**src/rtl/pattern_pkg.sv**
```systemverilog
// Shared definitions for the pattern load/fetch paths: FSM encoding, header layout,
// beat geometry and the beats-per-pattern rounding both paths must agree on.
package pattern_pkg;

    typedef enum logic [2:0] {
        S_IDLE,
        S_CLR_FLAG,
        S_COLLECT,
        S_WR,
        S_FLAG
    } state_e;

    // Header word layout, MSB first: the first stream word lands in h_pix.
    typedef struct packed {
        logic [31:0] h_pix;
        logic [31:0] v_pix;
        logic [31:0] total_pix;
        logic [31:0] pat_num;
        logic [31:0] fill_size;
        logic [31:0] start_addr;
        logic [31:0] end_addr;
        logic [31:0] rsv;
    } pat_header_t;

    localparam int           PIX_PER_BEAT   = 256;
    localparam int           PIX_SHIFT      = $clog2(PIX_PER_BEAT);
    localparam logic [255:0] DEF_FLAG_VALUE = 256'h55;

    // Round total_pix up to whole beats; 25 bits because all-ones rounds to 2^24.
    function automatic logic [24:0] beats_per_pattern(input logic [31:0] total_pix);
        return {1'b0, total_pix[31:PIX_SHIFT]} + {24'h0, |total_pix[PIX_SHIFT-1:0]};
    endfunction

endpackage

```
**src/rtl/pattern_beat_packer.sv**
```systemverilog
// Packs 32-bit stream words MSB-first into a 256-bit beat; flags the eighth word.
module pattern_beat_packer
    import pattern_pkg::*;
(
    input  logic         clk_i,
    input  logic         rst_ni,
    input  logic         word_vld_i,
    input  logic [31:0]  word_i,
    output logic [255:0] beat_o,
    output logic         beat_full_o
);

    logic [255:0] shift_q;
    logic [255:0] shift_d;
    logic [2:0]   cnt_q;

    // beat_o already includes the word being accepted so the full beat is usable on the 8th edge.
    assign shift_d     = {shift_q[223:0], word_i};
    assign beat_o      = shift_d;
    assign beat_full_o = word_vld_i && (cnt_q == 3'd7);

    always_ff @(posedge clk_i or negedge rst_ni) begin
        if (!rst_ni) begin
            shift_q <= '0;
            cnt_q   <= '0;
        end else if (word_vld_i) begin
            shift_q <= shift_d;
            cnt_q   <= cnt_q + 3'd1;
        end
    end

endmodule

```
**src/rtl/pattern_ddr3_load.sv**
```systemverilog
// Loads a 32-bit pattern stream into DDR3 as 256-bit beats (header then body) and
// brackets the load with the on-chip loaded flag. Option: PAT_LOAD_CHECKSUM_EN.
module pattern_ddr3_load
    import pattern_pkg::*;
#(
    parameter logic [21:0]  DDR_BASE_ADDR = 22'h0,
    parameter logic [255:0] FLAG_VALUE    = DEF_FLAG_VALUE,
    parameter logic [10:0]  FLAG_ADDR     = 11'h0
) (
    input  logic         ddr_emif_clk,
    input  logic         ddr_emif_rst_n,
    input  logic         start,
    input  logic         s_valid,
    output logic         s_ready,
    input  logic [31:0]  s_data,
    input  logic         ddr_emif_ready,
    output logic         ddr_emif_write,
    output logic         ddr_emif_read,
    output logic [21:0]  ddr_emif_addr,
    output logic [255:0] ddr_emif_write_data,
    output logic [31:0]  ddr_emif_byte_enable,
    output logic [4:0]   ddr_emif_burst_count,
    output logic         onchip_mem_clken,
    output logic         onchip_mem_chip_select,
    output logic         onchip_mem_write,
    output logic [10:0]  onchip_mem_addr,
    output logic [255:0] onchip_mem_write_data,
    output logic [31:0]  onchip_mem_byte_enable,
    output logic         busy,
    output logic         done,
    output logic         err
);

    state_e       state_q;
    logic [21:0]  addr_q;
    logic [255:0] wdata_q;
    logic [63:0]  body_left_q;
    logic         hdr_phase_q;
    logic         err_q;
    logic         write_q;
    logic         s_ready_q;
    logic         oc_wr_q;
    logic         done_q;
    logic [10:0]  oc_addr_q;
    logic [255:0] oc_data_q;
`ifdef PAT_LOAD_CHECKSUM_EN
    logic [31:0]  sum_q;
    logic         cksum_done_q;
`endif

    logic         accept;
    logic [255:0] beat;
    logic         beat_full;

    assign accept = s_valid && s_ready_q;

    pattern_beat_packer u_packer (
        .clk_i       (ddr_emif_clk),
        .rst_ni      (ddr_emif_rst_n),
        .word_vld_i  (accept),
        .word_i      (s_data),
        .beat_o      (beat),
        .beat_full_o (beat_full)
    );

    pat_header_t  hdr;
    logic [24:0]  hdr_bpp;
    logic [63:0]  hdr_body;
    logic [63:0]  hdr_room;
    logic [21:0]  addr_inc;
    logic         hdr_bad;

    // Room left above the header is 2^22-1-addr_inc, i.e. the bitwise complement.
    assign hdr      = pat_header_t'(wdata_q);
    assign hdr_bpp  = beats_per_pattern(hdr.total_pix);
    assign hdr_body = {32'h0, hdr.pat_num} * {39'h0, hdr_bpp};
    assign addr_inc = addr_q + 22'd1;
    assign hdr_room = {42'h0, ~addr_inc};
    assign hdr_bad  = (hdr_body == 64'd0) || (hdr_body > hdr_room);

    always_ff @(posedge ddr_emif_clk or negedge ddr_emif_rst_n) begin
        if (!ddr_emif_rst_n) begin
            state_q      <= S_IDLE;
            addr_q       <= '0;
            wdata_q      <= '0;
            body_left_q  <= '0;
            hdr_phase_q  <= 1'b0;
            err_q        <= 1'b0;
            write_q      <= 1'b0;
            s_ready_q    <= 1'b0;
            oc_wr_q      <= 1'b0;
            done_q       <= 1'b0;
            oc_addr_q    <= '0;
            oc_data_q    <= '0;
`ifdef PAT_LOAD_CHECKSUM_EN
            sum_q        <= '0;
            cksum_done_q <= 1'b0;
`endif
        end else begin
            oc_wr_q <= 1'b0;
            done_q  <= 1'b0;
            unique case (state_q)
                S_IDLE: begin
                    if (start) begin
                        err_q       <= 1'b0;
                        addr_q      <= DDR_BASE_ADDR;
                        hdr_phase_q <= 1'b1;
                        oc_wr_q     <= 1'b1;
                        oc_addr_q   <= FLAG_ADDR;
                        oc_data_q   <= '0;
`ifdef PAT_LOAD_CHECKSUM_EN
                        sum_q       <= '0;
`endif
                        state_q     <= S_CLR_FLAG;
                    end
                end
                S_CLR_FLAG: begin
                    s_ready_q <= 1'b1;
                    state_q   <= S_COLLECT;
                end
                S_COLLECT: begin
`ifdef PAT_LOAD_CHECKSUM_EN
                    if (accept && !hdr_phase_q) begin
                        sum_q <= sum_q + s_data;
                    end
`endif
                    if (beat_full) begin
                        wdata_q   <= beat;
                        s_ready_q <= 1'b0;
                        write_q   <= 1'b1;
                        state_q   <= S_WR;
                    end
                end
                S_WR: begin
                    if (ddr_emif_ready) begin
                        write_q <= 1'b0;
                        addr_q  <= addr_inc;
                        if (hdr_phase_q) begin
                            if (hdr_bad) begin
                                err_q   <= 1'b1;
                                state_q <= S_IDLE;
                            end else begin
                                hdr_phase_q <= 1'b0;
                                body_left_q <= hdr_body;
                                s_ready_q   <= 1'b1;
                                state_q     <= S_COLLECT;
                            end
                        end else begin
                            body_left_q <= body_left_q - 64'd1;
                            if (body_left_q == 64'd1) begin
                                oc_wr_q   <= 1'b1;
`ifdef PAT_LOAD_CHECKSUM_EN
                                oc_addr_q <= FLAG_ADDR + 11'd1;
                                oc_data_q <= {224'h0, sum_q};
`else
                                oc_addr_q <= FLAG_ADDR;
                                oc_data_q <= FLAG_VALUE;
                                done_q    <= 1'b1;
`endif
                                state_q   <= S_FLAG;
                            end else begin
                                s_ready_q <= 1'b1;
                                state_q   <= S_COLLECT;
                            end
                        end
                    end
                end
                S_FLAG: begin
`ifdef PAT_LOAD_CHECKSUM_EN
                    // Checksum write occupies the first FLAG cycle, the flag itself the second.
                    if (!cksum_done_q) begin
                        oc_wr_q      <= 1'b1;
                        oc_addr_q    <= FLAG_ADDR;
                        oc_data_q    <= FLAG_VALUE;
                        done_q       <= 1'b1;
                        cksum_done_q <= 1'b1;
                    end else begin
                        cksum_done_q <= 1'b0;
                        state_q      <= S_IDLE;
                    end
`else
                    state_q <= S_IDLE;
`endif
                end
                default: state_q <= S_IDLE;
            endcase
        end
    end

    assign s_ready                = s_ready_q;
    assign ddr_emif_write         = write_q;
    assign ddr_emif_read          = 1'b0;
    assign ddr_emif_addr          = addr_q;
    assign ddr_emif_write_data    = wdata_q;
    assign ddr_emif_byte_enable   = {32{write_q}};
    assign ddr_emif_burst_count   = 5'd1;
    assign onchip_mem_clken       = oc_wr_q;
    assign onchip_mem_chip_select = oc_wr_q;
    assign onchip_mem_write       = oc_wr_q;
    assign onchip_mem_addr        = oc_addr_q;
    assign onchip_mem_write_data  = oc_data_q;
    assign onchip_mem_byte_enable = {32{oc_wr_q}};
    assign busy                   = (state_q != S_IDLE);
    assign done                   = done_q;
    assign err                    = err_q;

endmodule

```
**config.mk**
```make
export PLATFORM = sky130hd
export DESIGN_NAME = pattern_ddr3_load
export DESIGN_NICKNAME = d
export VERILOG_FILES = /design/src/rtl/pattern_pkg.sv /design/src/rtl/pattern_beat_packer.sv /design/src/rtl/pattern_ddr3_load.sv
export SDC_FILE = /design/constraint.sdc
export NUM_CORES = 2
export LEC_CHECK = 0
export ABC_CLOCK_PERIOD_IN_PS = 9400
export CORE_MARGIN = 1
export CORE_UTILIZATION = 52
export CTS_CLUSTER_DIAMETER = 50
export DETAILED_ROUTE_END_ITERATION = 8
export PLACE_DENSITY = 0.84
export SYNTH_ARGS = -nofsm -noshare
export SYNTH_HDL_FRONTEND = slang
export SYNTH_SLANG_ARGS = --single-unit
```
**constraint.sdc**
```tcl
create_clock -name ddr_emif_clk -period 9.4 [get_ports ddr_emif_clk]
set_input_delay 0.94 -clock ddr_emif_clk [delete_from_list [all_inputs] [get_ports ddr_emif_clk]]
set_output_delay 0.94 -clock ddr_emif_clk [all_outputs]
set_load 0.05 [all_outputs]
```
==> summary.md <==
| Metric | Value |
|---|---|
| Most frequent cells in the layout | `1,121 x nand2_1, 670 x fa_1, 605 x inv_1, 566 x dfrtp_1, 437 x buf_4` |
| Violated checks | `setup timing` |
| Slew @ Worst Pin | `1.28 ns` |
| Final Hold Vio Count | `0` |
| Post-Synthesis Cell Area | `53,400 µm²` |
| Power after layout | `20.7 mW` |
| LEAKAGE | `28.7 nW` |
| Min Hold Slack | `0.432 ns` |
| DR iter-0 viols | `4,096` |
| Post-synthesis sequential area ratio | `0.271` |
| Cell count after synthesis | `5,586` |
| FP Rows | `117` |
| PwrDens | `324 nW/µm²` |
| CP Capture Type | `flip-flop` |
| Crit share post-route | `1.04` |
| Maximum buffer depth of the clock tree | `3` |
| Tot GR Track Use | `0.318` |
| Status | `complete, but fails checks` |
| First-pass GRT wire length | `253,000 µm` |
| Met3 WL | `19,900 µm` |
| Detailed Routing Iterations Pass 1 | `8` |
| Die Ht | `322 µm` |
| Vias | `42,272` |
| Top-area cell type share of the netlist area | `0.271` |
| Average size of a mapped cell | `9.56 µm²` |
| TritonCTS Buffers | `66` |
| Most common cell after layout, fill and taps aside | `nand2_1` |
| Slowest CP cell | `fa_1` |
| Drt total wl | `165,000 µm` |
| Grt ovf | `0` |
| Post-synth EDFFs | `0` |
| Worst rel slew slack | `0.146` |
| Synth async-reset ratio | `1.00` |
| WP data arrival | `10.30 ns` |
| Placed Instances | `7,424` |
| Post-route ant nets | `0` |
| Gpl congestion | `1.00` |
| MaxCap Viol Count | `0` |
| Final std cells w/o fill | `7,612` |
| Post-synth cell types | `73` |
| Worst Path Max Fanout | `7` |
| PortBufs | `390` |
| Flops & latches, synth | `579` |
| Die footprint | `104,000 µm²` |
| Tmin final | `9.79 ns` |
| Critical Path RT | `9.91 ns` |
| Post-synth top area cell | `dfrtp_1` |
| Largest net degree at the start of global routing | `170` |
| Worst path most repeated cell | `fa_1` |
| Layout cells sized above 1 | `0.174` |
| CTS Hold Bufs | `0` |
| Ys Warns | `0` |
| Predominant post-synthesis flop cell | `dfrtp_1` |
| Slowest cell delay on critical path | `0.57 ns` |
| Worst hold path class | `in -> async` |
| Htree depth | `3` |
| Clk_lat worst skew | `0.63 ns` |
| Area grow syn2layout | `19.9%` |
| Via density | `5.55` |
| Count of pins over their slew limit | `0` |
| Nets | `7,132` |
| CORE AREA | `102,000 µm²` |
| Vias in the first global route | `44,419` |
| Starting Density | `0.525` |
| Average wire per standard cell | `21.7 µm` |
| Clock transition at path regs | `0.06 ns` |
| DR DRC count | `0` |
| IO Pins | `660` |
| Maximum vdd drop | `0.347 mV` |
| Die W | `322 µm` |
| Final WS setup | `-0.386 ns` |
| Unrepaired setup endpoints after global routing | `yes` |
| Synth top area cells | `dfrtp_1 27%, fa_1 26%, nand2_1 8.0%, mux2_2 5.4%, ha_1 5.2%` |
| Hpwl dp | `124,000 µm` |
| Endpoints failing setup | `68` |
| DR top layer | `met5` |
| Worst Clk Skew | `0.0260 ns` |
| TritonCTS clock tree | `done` |
| # clock sinks | `579` |
| Clock Tree Root | `clkbuf_16` |
| Met2 wire length | `77,000 µm` |
| CP Class | `reg -> reg` |
| Post-Place Worst Slack | `-0.828 ns` |
| Fmax | `102 MHz` |
| DRT met1 WL | `60,100 µm` |
| Worst setup SP type | `flip-flop` |
| Initial antenna violation count | `21` |
-- path summary, 6_finish.rpt --
check / from / end / slack, ns / cells past startpoint
worst max-delay path: ddr_emif_write_data[167] / body_left_q[13] / -0.39 / 43
worst min-delay path: ddr_emif_rst_n / ddr_emif_write_data[6] / 0.43 / 1
worst max register to register: ddr_emif_write_data[167] / body_left_q[13] / -0.39 / 43
worst min register to register: u_packer.shift_q[215] / u_packer.shift_q[215] / 0.47 / 2
max in group asynchronous: ddr_emif_rst_n / ddr_emif_write_data[168] / 7.41 / 2
min in group ddr_emif_clk: u_packer.shift_q[215] / u_packer.shift_q[215] / 0.47 / 2
-- metrics by stage --
stage / utilization / area, µm² / TNS, ns
2_1_floorplan: - / 54500 / 0
3_3_place_gp: 0.592 / 60200 / -40.59
3_5_place_dp: 0.592 / 60200 / -50.70
4_1_cts: 0.622 / 63300 / -11.02
5_1_grt: 0.629 / 64000 / -40.12
6_report: 0.629 / 64000 / -22.21
-- flip-flops by register name, summed over array words and instances (netlist names), 3 cells and up --
signal / count
ddr_emif_addr: 22
ddr_emif_write_data: 256
state_q: 3
body_left_q: 64
u_packer.cnt_q: 3
u_packer.shift_q: 224
-- power by group --
group | total, mW | internal, mW | switching, mW | leakage, nW
Combinational | 13.7 | 5.38 | 8.28 | 20.1
Clock | 2.59 | 1.45 | 1.14 | 1.07
Sequential | 4.46 | 3.35 | 1.12 | 7.56
Total | 20.7 | 10.2 | 10.5 | 28.7
-- logic make-up after synthesis --
logic type,after synthesis,share of synthesized area
AO/OA/AOI/OAI,434,0.0544
XOR/XNOR,71,0.0116
adder cells (fa/ha/maj),909,0.310
buffers and inverters,1247,0.112
flip-flops,579,0.271
multiplexers,272,0.0570
other,2,0.000141
AND/OR/NAND/NOR,2072,0.184
-- area by class of cell --
cell class / instances / area [µm²]
Timing Repair Buffer: 889 / 8210
Antenna cell: 8 / 20.0
Inverter: 623 / 2340
Tap cell: 1368 / 1710
Sequential cell: 579 / 14500
Multi-Input combinational cell: 4027 / 35000
Fill cell: 7718 / 37700
Clock inverter: 35 / 390
Clock buffer: 83 / 1800
-- critical path: cells and delay by family, from the launching register on --
family / cells / cell delay [ns]
AO/OA/AOI/OAI: 5 / 0.82
XOR/XNOR: 2 / 0.40
adder cells (fa/ha/maj): 10 / 4.23
buffers and inverters: 11 / 1.21
flip-flops: 1 / 0.43
AND/OR/NAND/NOR: 15 / 2.53
-- metal layers --
layer | vias to the layer above | global-route usage
li1 | 18170 | -
met1 | 21290 | 0.397
met2 | 2254 | 0.507
met3 | 552 | 0.101
met4 | 6 | 0.139
met5 | - | 0
-- repair_timing --
action / CTS / global route
pin swaps: 77 / 80
gates resized for setup: 116 / 116
setup buffers: 30 / 25
setup endpoints to repair: 68 / 68
cloned: 3 / 7
-- synthesized netlist by cell type, types with 16 or more instances --
cell       instances
a21oi_1          114
a31oi_1           16
and2_1           345
and3_1            20
buf_4            338
clkbuf_1         267
dfrtp_1          579
fa_1             687
ha_1             222
inv_1            622
mux2_2           257
nand2_1         1136
nand2b_1          18
nand3_1           56
nand4_1           37
nor2_1           107
nor2b_1          188
nor3_1            65
nor4_1            18
o21a_1            22
o21ai_0           93
o2bb2ai_1         33
o31ai_1           20
or3_1             35
xnor2_1           35
xor2_1            36
No activity file was read; power rests on OpenSTA's default activity.
